==> src/rtl/router_pkg.sv <==
// Shared types and constants for the buffered address router.
// Imported by the router RTL and its testbench.
package router_pkg;

  localparam int ROUTER_DROP_CNT_W = 8;
  localparam int ROUTER_MAX_PORTS  = 16;

  typedef logic [$clog2(ROUTER_MAX_PORTS)-1:0] router_port_idx_t;

  function automatic int router_addr_w(input int n);
    return (n > 1) ? $clog2(n) : 1;
  endfunction

endpackage

==> src/rtl/router_fifo.sv <==
// Single-clock per-port FIFO with occupancy counter.
// The head output is forced to zero whenever the FIFO is empty.
module router_fifo #(
  parameter int DATA_WIDTH = 32,
  parameter int FIFO_DEPTH = 4
) (
  input  logic                  clk,
  input  logic                  rst,
  input  logic                  push,
  input  logic                  pop,
  input  logic [DATA_WIDTH-1:0] din,
  output logic [DATA_WIDTH-1:0] dout,
  output logic                  full,
  output logic                  empty
);

  localparam int PW = $clog2(FIFO_DEPTH);

  logic [DATA_WIDTH-1:0] mem [FIFO_DEPTH];
  logic [PW-1:0]         wr_ptr;
  logic [PW-1:0]         rd_ptr;
  logic [PW:0]           count;
  logic                  do_push;
  logic                  do_pop;

  assign full    = (count == (PW+1)'(FIFO_DEPTH));
  assign empty   = (count == '0);
  assign do_push = push & ~full;
  assign do_pop  = pop & ~empty;
  assign dout    = empty ? '0 : mem[rd_ptr];

  always_ff @(posedge clk or negedge rst) begin
    if (!rst) begin
      wr_ptr <= '0;
      rd_ptr <= '0;
      count  <= '0;
    end else begin
      if (do_push) wr_ptr <= wr_ptr + 1'b1;
      if (do_pop)  rd_ptr <= rd_ptr + 1'b1;
      unique case ({do_push, do_pop})
        2'b10:   count <= count + 1'b1;
        2'b01:   count <= count - 1'b1;
        default: count <= count;
      endcase
    end
  end

  // Storage needs no reset: stale words are masked by the empty check.
  always_ff @(posedge clk) begin
    if (do_push) mem[wr_ptr] <= din;
  end

endmodule

==> src/rtl/buffered_router.sv <==
// Address-steered router with one buffered output FIFO per port.
// Words to nonexistent ports are accepted, discarded and counted.
module buffered_router
  import router_pkg::*;
#(
  parameter  int DATA_WIDTH = 32,
  parameter  int NUM_PORTS  = 4,
  parameter  int FIFO_DEPTH = 4,
  localparam int ADDR_WIDTH = router_addr_w(NUM_PORTS)
) (
  input  logic                                 clk,
  input  logic                                 rst,
  input  logic [DATA_WIDTH-1:0]                din,
  input  logic                                 din_valid,
  output logic                                 din_ready,
  input  logic [ADDR_WIDTH-1:0]                addr,
  output logic [NUM_PORTS-1:0][DATA_WIDTH-1:0] dout,
  output logic [NUM_PORTS-1:0]                 dout_valid,
  input  logic [NUM_PORTS-1:0]                 dout_ready,
  output logic [ROUTER_DROP_CNT_W-1:0]         drop_cnt
);

  localparam int SLOTS = 2**ADDR_WIDTH;

  logic [SLOTS-1:0]     legal_map;
  logic [SLOTS-1:0]     full_map;
  logic [NUM_PORTS-1:0] full;
  logic [NUM_PORTS-1:0] empty;
  logic [NUM_PORTS-1:0] push;
  logic                 legal;
  router_port_idx_t     port;

  assign port      = router_port_idx_t'(addr);
  assign legal     = legal_map[addr];
  assign din_ready = ~legal | ~full_map[addr];

  // Pad the decode tables so every addr value has a defined entry.
  for (genvar s = 0; s < SLOTS; s++) begin : g_map
    if (s < NUM_PORTS) begin : g_real
      assign legal_map[s] = 1'b1;
      assign full_map[s]  = full[s];
    end else begin : g_pad
      assign legal_map[s] = 1'b0;
      assign full_map[s]  = 1'b0;
    end
  end

  for (genvar i = 0; i < NUM_PORTS; i++) begin : g_port
    assign push[i] = din_valid & din_ready
                   & (port == router_port_idx_t'(i));
    assign dout_valid[i] = ~empty[i];

    router_fifo #(
      .DATA_WIDTH(DATA_WIDTH),
      .FIFO_DEPTH(FIFO_DEPTH)
    ) u_fifo (
      .clk  (clk),
      .rst  (rst),
      .push (push[i]),
      .pop  (dout_ready[i]),
      .din  (din),
      .dout (dout[i]),
      .full (full[i]),
      .empty(empty[i])
    );
  end

  always_ff @(posedge clk or negedge rst) begin
    if (!rst) begin
      drop_cnt <= '0;
    end else if (din_valid & ~legal & ~&drop_cnt) begin
      drop_cnt <= drop_cnt + 1'b1;
    end
  end

endmodule

==> config.mk <==
export PLATFORM = sky130hd
export DESIGN_NAME = buffered_router
export DESIGN_NICKNAME = d
export VERILOG_FILES = /design/src/rtl/router_pkg.sv /design/src/rtl/router_fifo.sv /design/src/rtl/buffered_router.sv
export SDC_FILE = /design/constraint.sdc
export NUM_CORES = 1
export LEC_CHECK = 0
export CORE_AREA = 8 8 247 189
export CTS_BUF_LIST = sky130_fd_sc_hd__clkbuf_16
export CTS_CLUSTER_DIAMETER = 150
export DETAILED_ROUTE_END_ITERATION = 8
export DIE_AREA = 0 0 255 197
export PLACE_DENSITY = 0.76
export SYNTH_ARGS = -nofsm -noshare
export SYNTH_HDL_FRONTEND = slang
export SYNTH_SLANG_ARGS = --single-unit
==> constraint.sdc <==
create_clock -name clk -period 2.5 [get_ports clk]
set_clock_uncertainty 0.2 [all_clocks]
set_input_delay 0.375 -clock clk [delete_from_list [all_inputs] [get_ports clk]]
set_output_delay 0.375 -clock clk [all_outputs]
set_load 0.01 [all_outputs]
* Yosys cells after proc, flatten, opt, wreduce, memory -nomap -nowiden
Memories as Yosys holds them, arrays and structs flattened. Cells that the tools add are included.
Word-level totals: logic and storage cells 107, register bits 36, memories kept 4, output and inout port bits 141, RAM bits 512
Memories:
- g_port[0].u_fifo.mem | words 4, bits a word 32, read ports 1, clocked after memory_dff 0, wr ports 1, RTL line router_fifo.sv:19 | logic [DATA_WIDTH-1:0] mem [FIFO_DEPTH];
- g_port[1].u_fifo.mem | words 4, bits a word 32, read ports 1, clocked after memory_dff 0, wr ports 1, RTL line router_fifo.sv:19
- g_port[2].u_fifo.mem | words 4, bits a word 32, read ports 1, clocked after memory_dff 0, wr ports 1, RTL line router_fifo.sv:19
- g_port[3].u_fifo.mem | words 4, bits a word 32, read ports 1, clocked after memory_dff 0, wr ports 1, RTL line router_fifo.sv:19
Cells by class: multiplexer cells 20, reduce and logical (&&, ||, !) cells 11, eq/ne operators 15, $add $sub $neg 17, bitwise logic cells 26, order comparisons 1
Operators by type and width (number):
- 32-bit two-way mux | 4
- 3-bit case mux with 2 select lines | 4
- 2-bit by 1-bit adder with 2-bit output (second input constant) | 8
- 1-bit bitwise AND | 15
- 3-bit by 1-bit adder with 3-bit output (second input constant) | 4
- 2-bit == test (second input constant) | 6
- 3-bit == test (second input constant) | 4
- 3-bit zero test | 4
- 3-bit by 1-bit subtractor with 3-bit output (second input constant) | 4
- 2-bit by 1-bit == test with 1-bit output (second input constant) | 5
- 1-bit two-way mux | 10
- 1-bit inverter | 10
- 8-bit by 1-bit adder with 8-bit output (second input constant) | 1
- 8-bit AND reduction | 1
- 2-bit nonzero test | 4
- 1-bit binary-select mux with 2-bit select | 2
- 4-bit zero test | 1
- 2-bit by 3-bit less-than comparator with 1-bit output (second input constant) | 1
- 1-bit zero test | 1
- 1-bit OR | 1

* Longest topological paths before layout
depth after elaboration 10, depth in mapped cells 10, gate-level depth less buffers 9

* By module
A second synthesis with hierarchy kept.
Second synthesis, totals: cells, all modules 984, area, all modules 21312.9 µm²
Modules (own cells, without submodules):
- router_fifo | cells an instance 241, times used 4, area each 5292.6 µm²
- buffered_router | cells an instance 20, times used 1, area each 142.6 µm²

* Worst setup path before layout
Ideal clock, no wire load.
path kind reg2reg, from register g_port[0].u_fifo.count[0], to memory g_port[0].u_fifo.mem[2][0], enable pin, period minus slack after synthesis 2.376 ns, cell stages (with the launch flop) 4, data required time 1.908 ns, setup time 0.392 ns, data arrival time 1.784 ns, slack 0.124 ns, cells stage by stage dfrtp_1 -> nor2_1 -> a2111oi_4 -> and2_1
On the way: longest elaborated chain between the ends 10, elaborated cells between the ends (all ways) 11, classes of those cells eq/ne: 1; mux: 4; bitwise: 6
Ends and longest elaborated chain:
- from (decl) | RTL line router_fifo.sv:22 | logic [PW:0] count;
- from (signal assigned) | RTL line router_fifo.sv:41 | 2'b10: count <= count + 1'b1;
- from (signal assigned) | RTL line router_fifo.sv:42 | 2'b01: count <= count - 1'b1;
- from (signal assigned) | RTL line router_fifo.sv:43 | default: count <= count;
- 3-bit == test * | RTL line router_fifo.sv:26 | assign full = (count == (PW+1)'(FIFO_DEPTH));
- 1-bit binary-select mux with 2-bit select | RTL line buffered_router.sv:35 | assign din_ready = ~legal | ~full_map[addr];
- 1-bit two-way mux (not written as such) | RTL line buffered_router.sv:35
- 1-bit inverter | RTL line buffered_router.sv:35
- 1-bit OR | RTL line buffered_router.sv:35
- 1-bit bitwise AND | RTL line buffered_router.sv:49 | assign push[i] = din_valid & din_ready
- 1-bit bitwise AND | RTL line buffered_router.sv:50 | & (port == router_port_idx_t'(i));
- 1-bit bitwise AND * | RTL line router_fifo.sv:28 | assign do_push = push & ~full;
- 1-bit two-way mux * | RTL line router_fifo.sv:50 | if (do_push) mem[wr_ptr] <= din;
- 1-bit two-way mux (not written as such) * | RTL line router_fifo.sv:50
- to (decl) | RTL line router_fifo.sv:19
Every way passes the cells marked *; elsewhere a longest branch is shown, timed or not. The select of a mux whose other input is x is not followed.

==> results.py <==
metrics = {
    "outcome": {
        "status": "complete, but fails checks",
        "violations": "setup timing",
    },
    "clock_network": {
        "cts_buffers": 50,
        "cts_tree": "built",
        "cts_hold_buffers": 0,
        "cts_root_buf": "clkbuf_16",
        "cts.sinks": 540,
        "cts_max_level": 2,
        "clk_path_buf_depth": 3,
        "cts.clk_slew.worst_paths_ps": 70,
        "clock_latency_ps": 570,
    },
    "floorplanning": {
        "dieArea_mm2": 0.0502,
        "io_pins": 182,
        "die_w_um": 255,
        "core_mm2": 0.0428,
        "die_h_um": 197,
        "start_util": 0.494,
        "fp-row-count": 66,
    },
    "place": {
        "gp_congestion": 0.770,
        "numPlacedInstances": 1754,
        "portBuffers": 173,
        "placed_area_mm2": 0.0244,
        "pre_cts_slack_ps": -46.9,
        "dpl.hpwl_um": 30800,
    },
    "pwr": {
        "power_density_mw_per_mm2": 1210,
        "p_leak_nw": 9.70,
        "ir_drop_v": 0.000846,
    },
    "critical_path": {
        "crit_path_start_kind": "flop",
        "cp.arrival_ps": 2170,
        "crit_buf_inv": 4,
        "path_delay_family": "multiplexers",
        "crit_top_cell": "buf_12",
        "required_ps": 1920,
        "cp_slowest_cell": "mux4_2",
        "end_kind": "primary output",
        "cp_slowest_stage_delay_ps": 520,
        "cp_max_fo": 5,
        "crit_type": "flop to primary output",
        "path_cells": "buf_12 > buf_12 > buf_12 > mux4_2 > and2_4 > buf_6",
    },
    "grt": {
        "grt_max_degree": 36,
        "grt_pass1_vias": 11300,
        "grtUsageTotal": 0.212,
        "grt_pass1_wl_um": 77500,
        "grt_antenna_before_repair": 2,
        "overflow": 0,
    },
    "yosys": {
        "synthArstFlopShare": 0.0519,
        "synth-edff-count": 512,
        "yosysTopAreaCell": "edfxtp_1",
        "yosysTopAreaCellShare": 0.728,
        "synth.avg_cell_area_um2": 21.5,
        "synth_ff_type": "edfxtp_1",
        "ys_seq_elements": 540,
        "syn-cell-area_mm2": 0.0211,
        "synth_cell_types": 29,
        "seq_area_frac_synth": 0.761,
        "syn_inst": 982,
        "synthTopCellsByArea": "edfxtp_1 (73%), mux4_2 (14%), and2_1 (4.3%)",
        "yosys_warnings": 0,
    },
    "final_layout": {
        "nNetsFinal": 1361,
        "drive_above_1_share": 0.464,
        "final_cell_mix": "edfxtp_1 (512), mux4_2 (129), buf_6 (123)",
        "stdcell_count": 1915,
        "fin_util": 0.641,
        "final_cell_area_mm2": 0.0274,
        "final_common_cell": "edfxtp_1",
        "area_growth_pct": 29.8,
    },
    "route": {
        "drt_pre_antenna_iters": 5,
        "wl_per_cell_um": 28.2,
        "ant_nets": 0,
        "routed_via_density": 5.64,
        "drt_iter0_markers": 986,
        "drcViolationCount": 0,
        "vias": 10800,
        "wl_um": 54000,
    },
    "sta": {
        "relSlewSlack": 0.474,
        "rsz0062_at_grt": "yes",
        "finalHoldViolCount": 0,
        "min_period_over_period": 1.10,
        "timing.fmax_mhz": 365,
        "setup-violations-final": 129,
        "worst_slack_ps": -242,
        "slew_violations": 0,
        "tns_ps": -16740,
        "min_period_ps": 2740,
        "worst_slew_pin_slew_ps": 786,
    },
    "flow_run": {
        "max_cap_viol_count": 0,
    },
    "min_path": {
        "hold_path.class": "input port to asynchronous set/reset pin",
    },
}
report_power, final:
part           total (mW)  switching (mW)  internal, mW
clock network        7.48            3.26          4.22
logic                14.7            6.16          8.53
registers            11.0           0.341          10.6
total                33.2            9.77          23.4
path summary, 6_finish.rpt:
check	endpoint	slack [ps]	cells after the start	startpoint
worst min register to register	g_port[2].u_fifo.count[2]	290	1	g_port[2].u_fifo.count[2]
worst max-delay path	dout[19]	-240	6	g_port[0].u_fifo.rd_ptr[0]
min in group clk	g_port[3].u_fifo.rd_ptr[1]	240	3	dout_ready[3]
max in group asynchronous	g_port[3].u_fifo.rd_ptr[0]	1740	2	rst
worst max register to register	g_port[0].u_fifo.count[2]	90	10	g_port[0].u_fifo.count[1]
worst min-delay path	g_port[0].u_fifo.count[1]	0.07	2	rst
per-layer routing:
| metal | routed length [um] | GRT usage | vias up |
|---|---|---|---|
| met2 | 27200 | 0.360 | 497 |
| met5 | 0 | 0 | - |
| met1 | 21100 | 0.285 | 5761 |
| met3 | 4940 | 0.0479 | 54 |
| met4 | 736 | 0.0345 | 0 |
| li1 | - | - | 4498 |
final cells by class:
class | count | area [um^2]
multi-input combinational | 367 | 4990
sequential | 540 | 16100
clock inverter | 39 | 317
tap | 578 | 723
timing repair buffer | 312 | 3930
clock buffer | 51 | 1280
inverter | 25 | 93.8
antenna | 3 | 7.51
fill | 2833 | 15400
timing repair:
item,4_1_cts,5_1_grt
setup buffers,47,17
cloned,15,4
gates resized for setup,724,107
pin swaps,71,60
endpoints found under the setup margin,133,135
state kept, by name, summed over array words and instances, names as in the netlist:
name / flops
g_port.u_fifo.rd_ptr: 8
g_port.u_fifo.wr_ptr: 8
g_port.u_fifo.mem: 512
g_port.u_fifo.count: 12
worst reg2reg max path, delay by kind of cell, from the launching register on:
kind	cells	cell delay (ps)
buf+inv	3	350
simple gates	3	670
fa+ha+maj	2	350
xor+xnor	2	280
flops	1	440
Yosys cell counts (all sizes together) (3+ instances only):
| library cell | count |
|---|---|
| xor2 | 12 |
| mux2 | 4 |
| and2 | 148 |
| clkbuf | 21 |
| inv | 25 |
| fa | 4 |
| buf | 36 |
| or3 | 4 |
| nor2 | 7 |
| xnor2 | 12 |
| mux2i | 3 |
| ha | 20 |
| dfrtp | 28 |
| nand3 | 5 |
| mux4 | 129 |
| edfxtp | 512 |
| nand2 | 5 |
logic make-up after synthesis:
group                      after synthesis  synth area share
AOI/OAI and AO/OA                        4           0.00237
xor gates and xnor gates                24           0.00995
adders and majority gates               24            0.0156
buffers and inverters                   82            0.0196
DFF                                    540             0.761
muxes                                  136             0.142
other                                    1          0.000178
and+or+nand+nor                        171            0.0495
stage by stage:
stage / hold slack, ps / power, mW
floorplan: -121 / 16.9
global placement: 269 / 22.2
detailed placement: 275 / 22.4
CTS: 7.15 / 32.6
global route: 21.2 / 34.5
finish: 0.0706 / 33.2
(Power assumes the default switching activity.)
